<file path="src/rtl/xgemac_tx_pkt_arbiter.sv">
// Round-robin arbiter of NUM_CH packet channels onto the XGEMAC pkt_tx interface.
// The grant changes only on packet boundaries, and the word sent to the MAC is registered.
module xgemac_tx_pkt_arbiter #(
    parameter int NUM_CH = 4,
    parameter int DATA_W = 64,
    parameter int MOD_W  = 3,
    parameter int CNT_W  = 16,
    localparam int CH_W  = $clog2(NUM_CH)
) (
    input  logic                      clk_156m25,
    input  logic                      reset_156m25,
    input  logic [NUM_CH-1:0]         ch_val,
    input  logic [NUM_CH-1:0]         ch_sop,
    input  logic [NUM_CH-1:0]         ch_eop,
    input  logic [NUM_CH*MOD_W-1:0]   ch_mod,
    input  logic [NUM_CH*DATA_W-1:0]  ch_data,
    output logic [NUM_CH-1:0]         ch_rdy,
    output logic                      pkt_tx_val,
    output logic                      pkt_tx_sop,
    output logic                      pkt_tx_eop,
    output logic [MOD_W-1:0]          pkt_tx_mod,
    output logic [DATA_W-1:0]         pkt_tx_data,
    input  logic                      pkt_tx_full,
    output logic                      grant_vld,
    output logic [CH_W-1:0]           grant_ch,
    output logic                      err_nosop,
    output logic                      err_sop,
    output logic [NUM_CH*CNT_W-1:0]   pkt_cnt
);

    typedef enum logic [0:0] {IDLE = 1'b0, BUSY = 1'b1} state_t;

    // Returns {found, index} of the first requester after 'last', wrapping; the
    // loop runs backwards so the nearest requester is the final assignment.
    function automatic logic [CH_W:0] rr_pick(input logic [NUM_CH-1:0] req,
                                              input logic [CH_W-1:0]   last);
        logic [CH_W:0] res;
        int            idx;
        res = '0;
        for (int k = NUM_CH; k >= 1; k--) begin
            idx = (int'(last) + k) % NUM_CH;
            if (req[CH_W'(idx)]) res = {1'b1, CH_W'(idx)};
            else                 res = res;
        end
        return res;
    endfunction

    state_t              state_r, state_nxt_s;
    logic [CH_W-1:0]     last_grant_r, grant_ch_r;
    logic                grant_vld_r, first_word_r;
    logic [CH_W:0]       pick_s;
    logic [NUM_CH-1:0]   rdy_s;
    logic                xfer_s, drop_s;
    logic                sel_sop_s, sel_eop_s;
    logic [MOD_W-1:0]    sel_mod_s;
    logic [DATA_W-1:0]   sel_data_s;
    logic                tx_val_r, tx_sop_r, tx_eop_r;
    logic [MOD_W-1:0]    tx_mod_r;
    logic [DATA_W-1:0]   tx_data_r;
    logic                err_nosop_r, err_sop_r;
    logic [NUM_CH*CNT_W-1:0] pkt_cnt_r;

    assign pick_s     = rr_pick(ch_val & ch_sop, last_grant_r);
    assign sel_sop_s  = ch_sop[grant_ch_r];
    assign sel_eop_s  = ch_eop[grant_ch_r];
    assign sel_mod_s  = ch_mod[int'(grant_ch_r)*MOD_W +: MOD_W];
    assign sel_data_s = ch_data[int'(grant_ch_r)*DATA_W +: DATA_W];

    // State register.
    always_ff @(posedge clk_156m25) begin
        if (reset_156m25) state_r <= IDLE;
        else              state_r <= state_nxt_s;
    end

    // Next state, per-channel ready, transfer and drop qualifiers.
    always_comb begin
        state_nxt_s = state_r;
        rdy_s       = '0;
        xfer_s      = 1'b0;
        drop_s      = 1'b0;
        case (state_r)
            IDLE: begin
                // Stray mid-packet words are swallowed so they cannot block a channel.
                rdy_s  = ch_val & ~ch_sop;
                drop_s = |(ch_val & ~ch_sop);
                if (pick_s[CH_W]) state_nxt_s = BUSY;
                else              state_nxt_s = IDLE;
            end
            BUSY: begin
                rdy_s[grant_ch_r] = ~pkt_tx_full;
                xfer_s            = ch_val[grant_ch_r] & ~pkt_tx_full;
                if (xfer_s && sel_eop_s) state_nxt_s = IDLE;
                else                     state_nxt_s = BUSY;
            end
            default: state_nxt_s = IDLE;
        endcase
    end

    assign ch_rdy = reset_156m25 ? '0 : rdy_s;

    // Grant bookkeeping, MAC-side output word, error pulses and packet counters.
    always_ff @(posedge clk_156m25) begin
        if (reset_156m25) begin
            last_grant_r <= CH_W'(NUM_CH - 1);
            grant_ch_r   <= '0;
            grant_vld_r  <= 1'b0;
            first_word_r <= 1'b0;
            tx_val_r     <= 1'b0;
            tx_sop_r     <= 1'b0;
            tx_eop_r     <= 1'b0;
            tx_mod_r     <= '0;
            tx_data_r    <= '0;
            err_nosop_r  <= 1'b0;
            err_sop_r    <= 1'b0;
            pkt_cnt_r    <= '0;
        end else begin
            tx_val_r    <= xfer_s;
            err_nosop_r <= drop_s;
            err_sop_r   <= xfer_s & sel_sop_s & ~first_word_r;
            if (xfer_s) begin
                tx_sop_r  <= sel_sop_s;
                tx_eop_r  <= sel_eop_s;
                tx_mod_r  <= sel_eop_s ? sel_mod_s : '0;
                tx_data_r <= sel_data_s;
            end
            if (state_r == IDLE && pick_s[CH_W]) begin
                grant_ch_r   <= pick_s[CH_W-1:0];
                grant_vld_r  <= 1'b1;
                first_word_r <= 1'b1;
            end else if (xfer_s) begin
                first_word_r <= 1'b0;
                if (sel_eop_s) begin
                    last_grant_r <= grant_ch_r;
                    grant_vld_r  <= 1'b0;
                    pkt_cnt_r[int'(grant_ch_r)*CNT_W +: CNT_W] <=
                        pkt_cnt_r[int'(grant_ch_r)*CNT_W +: CNT_W] + CNT_W'(1'b1);
                end
            end
        end
    end

    assign pkt_tx_val  = tx_val_r;
    assign pkt_tx_sop  = tx_sop_r;
    assign pkt_tx_eop  = tx_eop_r;
    assign pkt_tx_mod  = tx_mod_r;
    assign pkt_tx_data = tx_data_r;
    assign grant_vld   = grant_vld_r;
    assign grant_ch    = grant_ch_r;
    assign err_nosop   = err_nosop_r;
    assign err_sop     = err_sop_r;
    assign pkt_cnt     = pkt_cnt_r;

endmodule

</file>
<file path="config.mk">
export PLATFORM = sky130hd
export DESIGN_NAME = xgemac_tx_pkt_arbiter
export DESIGN_NICKNAME = d
export VERILOG_FILES = /design/src/rtl/xgemac_tx_pkt_arbiter.sv
export SDC_FILE = /design/constraint.sdc
export NUM_CORES = 1
export LEC_CHECK = 0
export ABC_CLOCK_PERIOD_IN_PS = 3600
export BUFFER_PORTS_ARGS = -buffer_cell sky130_fd_sc_hd__buf_2
export CAP_MARGIN = 0
export CORE_AREA = 2 2 163 165
export CTS_CLUSTER_SIZE = 40
export DETAILED_ROUTE_END_ITERATION = 8
export DIE_AREA = 0 0 165 167
export HOLD_SLACK_MARGIN = 0.03
export PLACE_DENSITY = 0.54
export SYNTH_ARGS = -nofsm -noshare
export SYNTH_HDL_FRONTEND = slang
export SYNTH_SLANG_ARGS = --single-unit
</file>
<file path="constraint.sdc">
create_clock -name clk_156m25 -period 3.6 [get_ports clk_156m25]
set_input_delay 0.72 -clock clk_156m25 [delete_from_list [all_inputs] [get_ports clk_156m25]]
set_output_delay 0.72 -clock clk_156m25 [all_outputs]
set_load 0.02 [all_outputs]
</file>
## After elaboration in Yosys (flattened, before gate mapping)

Cells that the tools add are included.

- Word-level logic and storage cells: 88
- Input bits: 283
- Register bits: 143

- Muxes and demuxes: 37
- Shift-type cells: 5
- $lt $le $gt $ge: 6
- Add/subtract/negate cells: 6
- Bitwise operators: 11
- Reduce and logical (&&, ||, !) cells: 9
- Multiply operators: 1

Operator list:

| kind | number |
|---|---|
| 256-bit by 9-bit variable part select with 64-bit output | 1 |
| 64-bit bitwise mux | 1 |
| 16-bit by 33-bit variable shift with 64-bit output (first input constant) | 1 |
| 16-bit by 33-bit variable part select with 64-bit output | 1 |
| 64-bit by 7-bit variable part select with 16-bit output | 1 |
| 6-bit negator with 33-bit output | 1 |
| 1-bit 2-to-1 mux | 20 |
| 16-bit by 1-bit adder with 16-bit output (second input constant) | 1 |
| 2-bit by 4-bit < comparator with 1-bit output (second input constant) | 4 |
| 3-bit 2-to-1 mux | 5 |
| 1-bit binary-select mux with 2-bit select | 7 |
| 4-bit bitwise AND | 3 |
| 12-bit by 5-bit variable part select with 3-bit output | 1 |
| 4-bit case mux with 2 select lines | 1 |
| 2-bit by 1-bit adder with 2-bit output (second input constant) | 2 |
| 2-bit adder (second input constant) | 2 |
| 2-bit by 2-bit multiplier with 4-bit output (second input constant) | 1 |
| 4-bit 2-to-1 mux | 1 |
| 1-bit NOT | 4 |
| 4-bit NOT | 1 |
| 2-bit nonzero test | 2 |
| 4-bit OR reduction | 1 |
| 1-bit bitwise AND | 3 |
| 1-bit logical AND | 3 |
| 7 further kinds | 7 |

## Longest topological paths before layout

Gate-level depths: netlist of run 1.

- Depth after elaboration: 11
- Mapped depth: 12
- Depth with buffers taken out: 7

## Worst setup path after synthesis of run 1

No wires, ideal clock.

- Path kind: register to register
- Start: register grant_ch_r[1], in the netlist grant_ch[1]
- End: register pkt_cnt_r[46], in the netlist pkt_cnt[46]
- Stages on the path, launching flop included: 13
- Required time: 3.538 ns
- Clock period less this slack: 3.266 ns
- Path slack: 0.334 ns
- Buffers on the path: 5
- Library setup time: 0.062 ns
- Data arrival time: 3.204 ns
- Cell sequence: dfxtp_1 -> buf_4 -> buf_2 -> buf_2 -> buf_2 -> buf_2 -> inv_1 -> ha_1 -> nor3b_1 -> nand2_1 -> or3_1 -> or4_1 -> nand3_1

- Word-level cells in the longest chain between the ends: 5

RTL lines:

| item | RTL line | source |
|---|---|---|
| from (decl) | 49 | `logic [CH_W-1:0] last_grant_r, grant_ch_r;` |
| from (signal assigned) | 127 | `grant_ch_r <= pick_s[CH_W-1:0];` |
| branches (longest 5 deep; another with 16-bit by 1-bit adder with 16-bit output) | -- |  |
| to (signal, indexed assignment) | 135 | `pkt_cnt_r[int'(grant_ch_r)*CNT_W +: CNT_W] <=` |
| to (decl) | 61 | `logic [NUM_CH*CNT_W-1:0] pkt_cnt_r;` |

Parallel ways; which one is timed is not known. The select of a mux whose other input is x is not followed.
A chain may end at the register's enable or synchronous reset.

## Worst setup path after layout of run 1

- Start: register grant_ch_r[1], in the netlist grant_ch[1]
- End: output ch_rdy[1]

- Word-level cells in the longest chain between the ends: 7

RTL lines:

| item | RTL line | source |
|---|---|---|
| 2-bit by 3-bit < comparator with 1-bit output (implied by the code) / 2-bit by 1-bit >= comparator with 1-bit output (equally long branches) | 90 | `rdy_s[grant_ch_r] = ~pkt_tx_full;` |
| 1-bit logical AND (implied by the code) | 90 |  |
| 1-bit 2-to-1 mux (implied by the code) | 90 |  |
| 1-bit demux with 2-bit select * | 90 |  |
| 4-bit bitwise AND (no source line) * | -- |  |
| 4-bit case mux with 2 select lines * | 81 | `case (state_r)` |
| 4-bit 2-to-1 mux * | 99 | `assign ch_rdy = reset_156m25 ? '0 : rdy_s;` |
| to (decl) | 17 | `output logic [NUM_CH-1:0] ch_rdy,` |

Every way passes the cells marked *; elsewhere a longest branch is shown, timed or not.

==> results.ini, run 1 <==
[run_status]
status = finished, final reports clean

[min_path]
hold_path_class = reg2reg
hold_depth = 1
min_from = first_word_r
hold_end = err_sop

[global_route]
grt_pass1_wl_mm = 43.3
met3_usage = 0.0488
grt_util_met2 = 0.350
use_met1 = 0.258
grt_usage = 0.208
gr-total-overflow = 0
antenna_found_initial = 2
grt_pass1_vias = 7495
grt_busiest_layer = met2
grt_max_degree = 69

[timing]
setup_tns_ns = 0
rsz0062_at_grt = no
max_slew_margin = 0.384
fin_crit_sh = 0.795
tightest_slew_ns = 0.924
fmaxAchievable_mhz = 350
finalClockSkew_ns = 0.00843
finalSetupViolCount = 0
holdWs_ns = 0.424
slew_viol_final = 0
hold_violations = 0
finalCriticalPeriod_ns = 2.86

[detailed_routing]
wl_per_cell_um = 19.5
routed_via_density = 5.10
drtIter0Drc = 484
dr.pass1.iters = 5
drt-total-wl_mm = 29.6
dr_total_vias = 7749
drc_errors = 0
antenna_left = 0

[layout]
areaGrowthSynthToFinish_pct = 39.5
fill_cells = 2603
utilization = 0.411
final_nets = 1462
seq_area_um2 = 2870
multi_input_area_um2 = 4410
drive_gt1_frac = 0.471
finalInstanceArea_um2 = 10600

[synthesis]
yosysWarnings = 0
ys_ff_latch = 143
yosysTopAreaCellShare = 0.377
synth.avg_cell_area_um2 = 9.78
synth_edf_count = 0
syn_inst = 776
syn_nets = 1065
yosysTopAreaCell = dfxtp_1
synth_async_sr_flop_share = 0
ys.flop_type = dfxtp_1
syn_area_um2 = 7590
ys_types = 53
synth_area_leaders = dfxtp_1 (38%), mux4_2 (23%), nand2_1 (9.7%)
synth-seq-area-share = 0.377

[worst_setup_path]
crit_slowest_cell = dfxtp_4
cp-end-kind = output pin
crit_family = flip-flops
startpoint_type = flop
required_ns = 2.88
path_cells = inv_1 > ha_1 > nand2_1 > o32a_1 > nor2_1 > buf_2
rr_endpoint = pkt_cnt[14]
r2r-start = grant_ch[1]
arrival_ns = 2.14
crit_type = reg2out
path_buf_inv = 2
critPathMaxFanout = 36
max_stage_delay_ns = 0.68
worst-r2r-cell-count = 7
regToRegSetupSlack_ns = 0.77

[clocking]
clockBufferDepth = 2
clockRootBuffer = clkbuf_16
tritoncts = yes
insertion_delay_ns = 0.42
path_clk_slew_ns = 0.06
cts_sinks = 143
htreeDepth = 4
cts_resized = 0
cts_setup_buffers = 0
cts_hold_buffers = 0
cts-buffers-inserted = 17

[placed_design]
hpwl_mm = 22.8
place_area_um2 = 9980
port_buffers = 425
routabilityCongestion = 0.843

[job]
cap_violations = 0

[floorplanning]
fp.coreArea_um2 = 25800
initial_core_util = 0.295
rows = 59
die_h_um = 167
chipWidth_um = 165
io_pins = 426
dieArea_um2 = 27600

[pwr]
p_total_mw = 4.29
p_leak_nw = 4.57
p_per_area_nw_per_um2 = 406
max-vdd-ir-drop_uv = 245

-- cells in the final DEF, fill, tap and decap left out, types with 3 or more instances in the layout --
master / netlist / routed
nand3_1: 14 / 14
or4_1: 4 / 4
o21ai_0: 32 / 32
o211ai_1: 4 / 4
ha_1: 6 / 6
o21ai_1: 8 / 8
mux4_1: 8 / 8
clkbuf_16: 0 / 17
or3_1: 3 / 3
xnor2_1: 7 / 7
nor3b_1: 3 / 3
mux4_2: 78 / 78
buf_4: 5 / 14
inv_1: 8 / 8
nand2_1: 197 / 196
nor2_1: 33 / 33
nor3_1: 10 / 10
clkinv_4: 0 / 3
a21oi_1: 84 / 84
and3_1: 5 / 5
xor2_1: 6 / 6
buf_2: 16 / 424
and2_1: 5 / 4
nand4_1: 11 / 11
a22oi_1: 15 / 15
o32a_1: 3 / 3
dfxtp_1: 143 / 141
bufinv_16: 0 / 3
inv_6: 0 / 3
-- where the power goes --
part	switching (mW)	leakage, nW	internal, mW
clock	0.723	0.287	1.11
sequential	0.0461	1.16	1.63
combinational	0.396	3.12	0.389
-- routing by layer --
layer	up-vias	wire, um
li1	3643	-
met1	3745	12100
met2	311	14600
met3	48	2050
met4	2	843
met5	-	13
-- cell type report --
class	instances	share of cell area
well taps	335	0.0396
diodes	1	0.000236
repair buffers	439	0.212
inverters	8	0.00284
multi-input cells	564	0.417
clock buffers	19	0.0419
clock inverters	11	0.0149
flip-flops and latches	143	0.271
-- through the flow --
step | worst slack, ns | cells
3_5_place_dp | 0.729 | 1489
2_1_floorplan | 0.334 | 776
5_1_grt | 0.565 | 1520
6_report | 0.740 | 1520
4_1_cts | 0.691 | 1519
3_3_place_gp | 0.768 | 1489
-- cell families after synthesis --
group	after synthesis	synth area share
and+or+nand+nor	300	0.178
AOI/OAI and AO/OA	157	0.117
DFF	143	0.377
muxes	88	0.262
buffers and inverters	69	0.0417
xor gates and xnor gates	13	0.0150
adders and majority gates	6	0.00989
-- worst max-delay path by stage --
stage                   to  depth (start not counted)        start
6_report         ch_rdy[1]                          6  grant_ch[1]
5_1_grt        pkt_cnt[14]                          7  grant_ch[1]
3_5_place_dp   pkt_cnt[30]                          6  pkt_tx_full
3_3_place_gp   pkt_cnt[30]                          6    ch_eop[1]
2_1_floorplan  pkt_cnt[46]                         12  grant_ch[1]
4_1_cts        grant_ch[0]                          2  grant_ch[0]
-- registers in the layout, indices dropped and copies added, names as in the netlist --
signal and cells:
last_grant_r 2, pkt_tx_eop 1, pkt_tx_val 1, pkt_tx_sop 1, pkt_tx_mod 3, err_nosop 1, pkt_cnt 64, first_word_r 1
state_r 1, err_sop 1, grant_ch 2, grant_vld 1, pkt_tx_data 64
-- synth_stat cells, drive strengths merged (2+ instances only) --
| library cell | count |
|---|---|
| a211o | 2 |
| a21oi | 84 |
| a22oi | 15 |
| and2 | 5 |
| and3 | 5 |
| buf | 27 |
| clkbuf | 34 |
| dfxtp | 143 |
| ha | 6 |
| inv | 8 |
| mux2i | 2 |
| mux4 | 86 |
| nand2 | 197 |
| nand3 | 16 |
| nand4 | 12 |
| nor2 | 33 |
| nor2b | 2 |
| nor3 | 11 |
| nor3b | 4 |
| nor4b | 2 |
| o211ai | 4 |
| o21ai | 40 |
| o22ai | 3 |
| o32a | 3 |
| or3 | 3 |
| or4 | 4 |
| xnor2 | 7 |
| xor2 | 6 |
Note: power is estimated with default switching activity, not from simulation.
==> run 2: changes to the inputs <==
==> config.mk (replaced) <==
export PLATFORM = sky130hd
export DESIGN_NAME = xgemac_tx_pkt_arbiter
export DESIGN_NICKNAME = d
export VERILOG_FILES = /design/src/rtl/xgemac_tx_pkt_arbiter.sv
export SDC_FILE = /design/constraint.sdc
export NUM_CORES = 1
export LEC_CHECK = 0
export ABC_CLOCK_PERIOD_IN_PS = 2600
export BUFFER_PORTS_ARGS = -buffer_cell sky130_fd_sc_hd__buf_2
export CAP_MARGIN = 0
export CORE_AREA = 2 2 166 168
export CTS_CLUSTER_SIZE = 40
export DETAILED_ROUTE_END_ITERATION = 8
export DIE_AREA = 0 0 168 170
export HOLD_SLACK_MARGIN = 0.03
export PLACE_DENSITY = 0.55
export SYNTH_ARGS = -nofsm -noshare
export SYNTH_HDL_FRONTEND = slang
export SYNTH_SLANG_ARGS = --single-unit
==> constraint.sdc (replaced) <==
create_clock -name clk_156m25 -period 2.6 [get_ports clk_156m25]
set_input_delay 0.52 -clock clk_156m25 [delete_from_list [all_inputs] [get_ports clk_156m25]]
set_output_delay 0.52 -clock clk_156m25 [all_outputs]
set_load 0.02 [all_outputs]
==> run 2 against run 1 <==
Effect of this change:
- worst hold slack hardly changed
- register-to-register slack worse by 0.54 ns
- die area grew 3.6%
- clock skew up 0.0037 ns
- via count up 3.0%
- clock-buffer cell count increased by 1
- flip-flop and latch count unchanged
- routed wire length is 8.3% higher
- combinational power rose by 45%
- first-iteration DRC count grew 25%
- utilization decreased by 0.67 points
- clock power is 39% higher
- largest power group unchanged
==> results.ini, run 2 (synthesis gave the netlist of run 1 again) <==
[detailed_routing]
dr.pass1.iters = 5
drc_errors = 0
routed_via_density = 5.15
drt-total-wl_mm = 32.1
dr_total_vias = 7985
wl_per_cell_um = 20.7
antenna_left = 0
drtIter0Drc = 605

[floorplanning]
fp.coreArea_um2 = 26700
initial_core_util = 0.285
chipWidth_um = 168
dieArea_um2 = 28600
rows = 60
io_pins = 426
die_h_um = 170

[layout]
final_common_cell = buf_2
drive_gt1_frac = 0.481
final_nets = 1478
areaGrowthSynthToFinish_pct = 41.9
layout_common_cells = buf_2 (424), nand2_1 (196), dfxtp_1 (141)

[job]
cap_violations = 0

[pwr]
max-vdd-ir-drop_uv = 322
p_leak_nw = 4.65
p_per_area_nw_per_um2 = 557

[worst_setup_path]
rr_endpoint = pkt_cnt[14]
worst-r2r-cell-count = 7
r2r-start = grant_ch[0]
startpoint_type = flop
crit_type = reg2out
cp.depth = 6
required_ns = 2.08
regToRegSetupSlack_ns = 0.23
crit_family = flip-flops
max_stage_delay_ns = 0.47
path_buf_inv = 2
arrival_ns = 1.92
critPathMaxFanout = 14
cp-end-kind = output pin
crit_end = ch_rdy[1]
crit_start = grant_ch[0]
path_cells = buf_6 > ha_2 > nand2_1 > o32a_1 > nor2_1 > buf_2
crit_slowest_cell = dfxtp_4

[global_route]
gr-total-overflow = 0
antenna_found_initial = 8
grt_usage = 0.216
grt_pass1_vias = 7699
grt_pass1_wl_mm = 46.7
grt_max_degree = 73

[placed_design]
routabilityCongestion = 0.942
preCtsSetupSlack_ns = 0.190
hpwl_mm = 24.8
port_buffers = 425

[clocking]
tritoncts = yes
clockRootBuffer = clkbuf_16
clockBufferDepth = 2
htreeDepth = 4
cts_setup_buffers = 0
path_clk_slew_ns = 0.06
cts-buffers-inserted = 17
insertion_delay_ns = 0.42
cts_hold_buffers = 0
cts_sinks = 143

[timing]
setup_ws_ns = 0.158
fmaxAchievable_mhz = 409
hold_violations = 0
finalSetupViolCount = 0
max_slew_margin = 0.587
slew_viol_final = 0
fin_crit_sh = 0.939
rsz0062_at_grt = no
finalClockSkew_ns = 0.0121
tightest_slew_ns = 0.619
setup_tns_ns = 0
holdWs_ns = 0.424
finalCriticalPeriod_ns = 2.44

[run_status]
status = finished, final reports clean

[min_path]
hold_path_class = in2reg

-- run 2: worst min-delay path by stage --
stage	startpoint	end	slack [ns]	cells past startpoint
2_1_floorplan	first_word_r	err_sop	0.40	1
3_3_place_gp	first_word_r	err_sop	0.42	1
3_5_place_dp	first_word_r	err_sop	0.42	1
4_1_cts	reset_156m25	pkt_tx_data[56]	0.41	2
5_1_grt	reset_156m25	pkt_tx_eop	0.41	2
6_report	reset_156m25	pkt_tx_data[56]	0.42	2
-- run 2: through the flow --
step | utilization | total power, mW | cell area, um^2 | std cells
floorplan | - | 3.04 | 7640 | 776
global placement | 0.380 | 3.49 | 10100 | 1511
detailed placement | 0.380 | 3.49 | 10100 | 1511
CTS | 0.403 | 6.07 | 10700 | 1542
global route | 0.404 | 6.26 | 10800 | 1547
finish | 0.404 | 6.00 | 10800 | 1549
-- run 2: what timing repair did --
item,in CTS,in global routing
hold endpoints to repair,0,0
endpoints found under the setup margin,1,1
gates resized for setup,1,1
-- run 2: layout make-up --
type | count | area, um^2
clock inverter | 11 | 158
tap | 341 | 427
fill | 2725 | 15900
clock buffer | 20 | 447
inverter | 8 | 32.5
multi-input combinational | 564 | 4430
antenna | 7 | 17.5
sequential | 143 | 2870
timing repair buffer | 455 | 2380
-- run 2: worst reg2reg max path: stages, from the launching register on --
cell	delay, ns
dfxtp_4	0.41
mux4_2	0.43
ha_1	0.26
nand2_1	0.09
o22ai_2	0.30
nand3_4	0.16
or4_1	0.55
nand3_1	0.10
-- run 2: report_power, final --
group | internal [mW] | switching (mW) | total [mW]
Combinational | 0.567 | 0.575 | 1.14
Clock | 1.54 | 1.01 | 2.55
Sequential | 2.25 | 0.0487 | 2.30
Total | 4.37 | 1.63 | 6.00
-- run 2: metal layers --
| metal | track usage | vias up | part of all wire |
|---|---|---|---|
| met3 | 0.0570 | 47 | 0.084 |
| met5 | 0 | - | 0.00041 |
| li1 | - | 3677 | - |
| met2 | 0.371 | 377 | 0.50 |
| met4 | 0.0836 | 2 | 0.028 |
| met1 | 0.259 | 3882 | 0.39 |
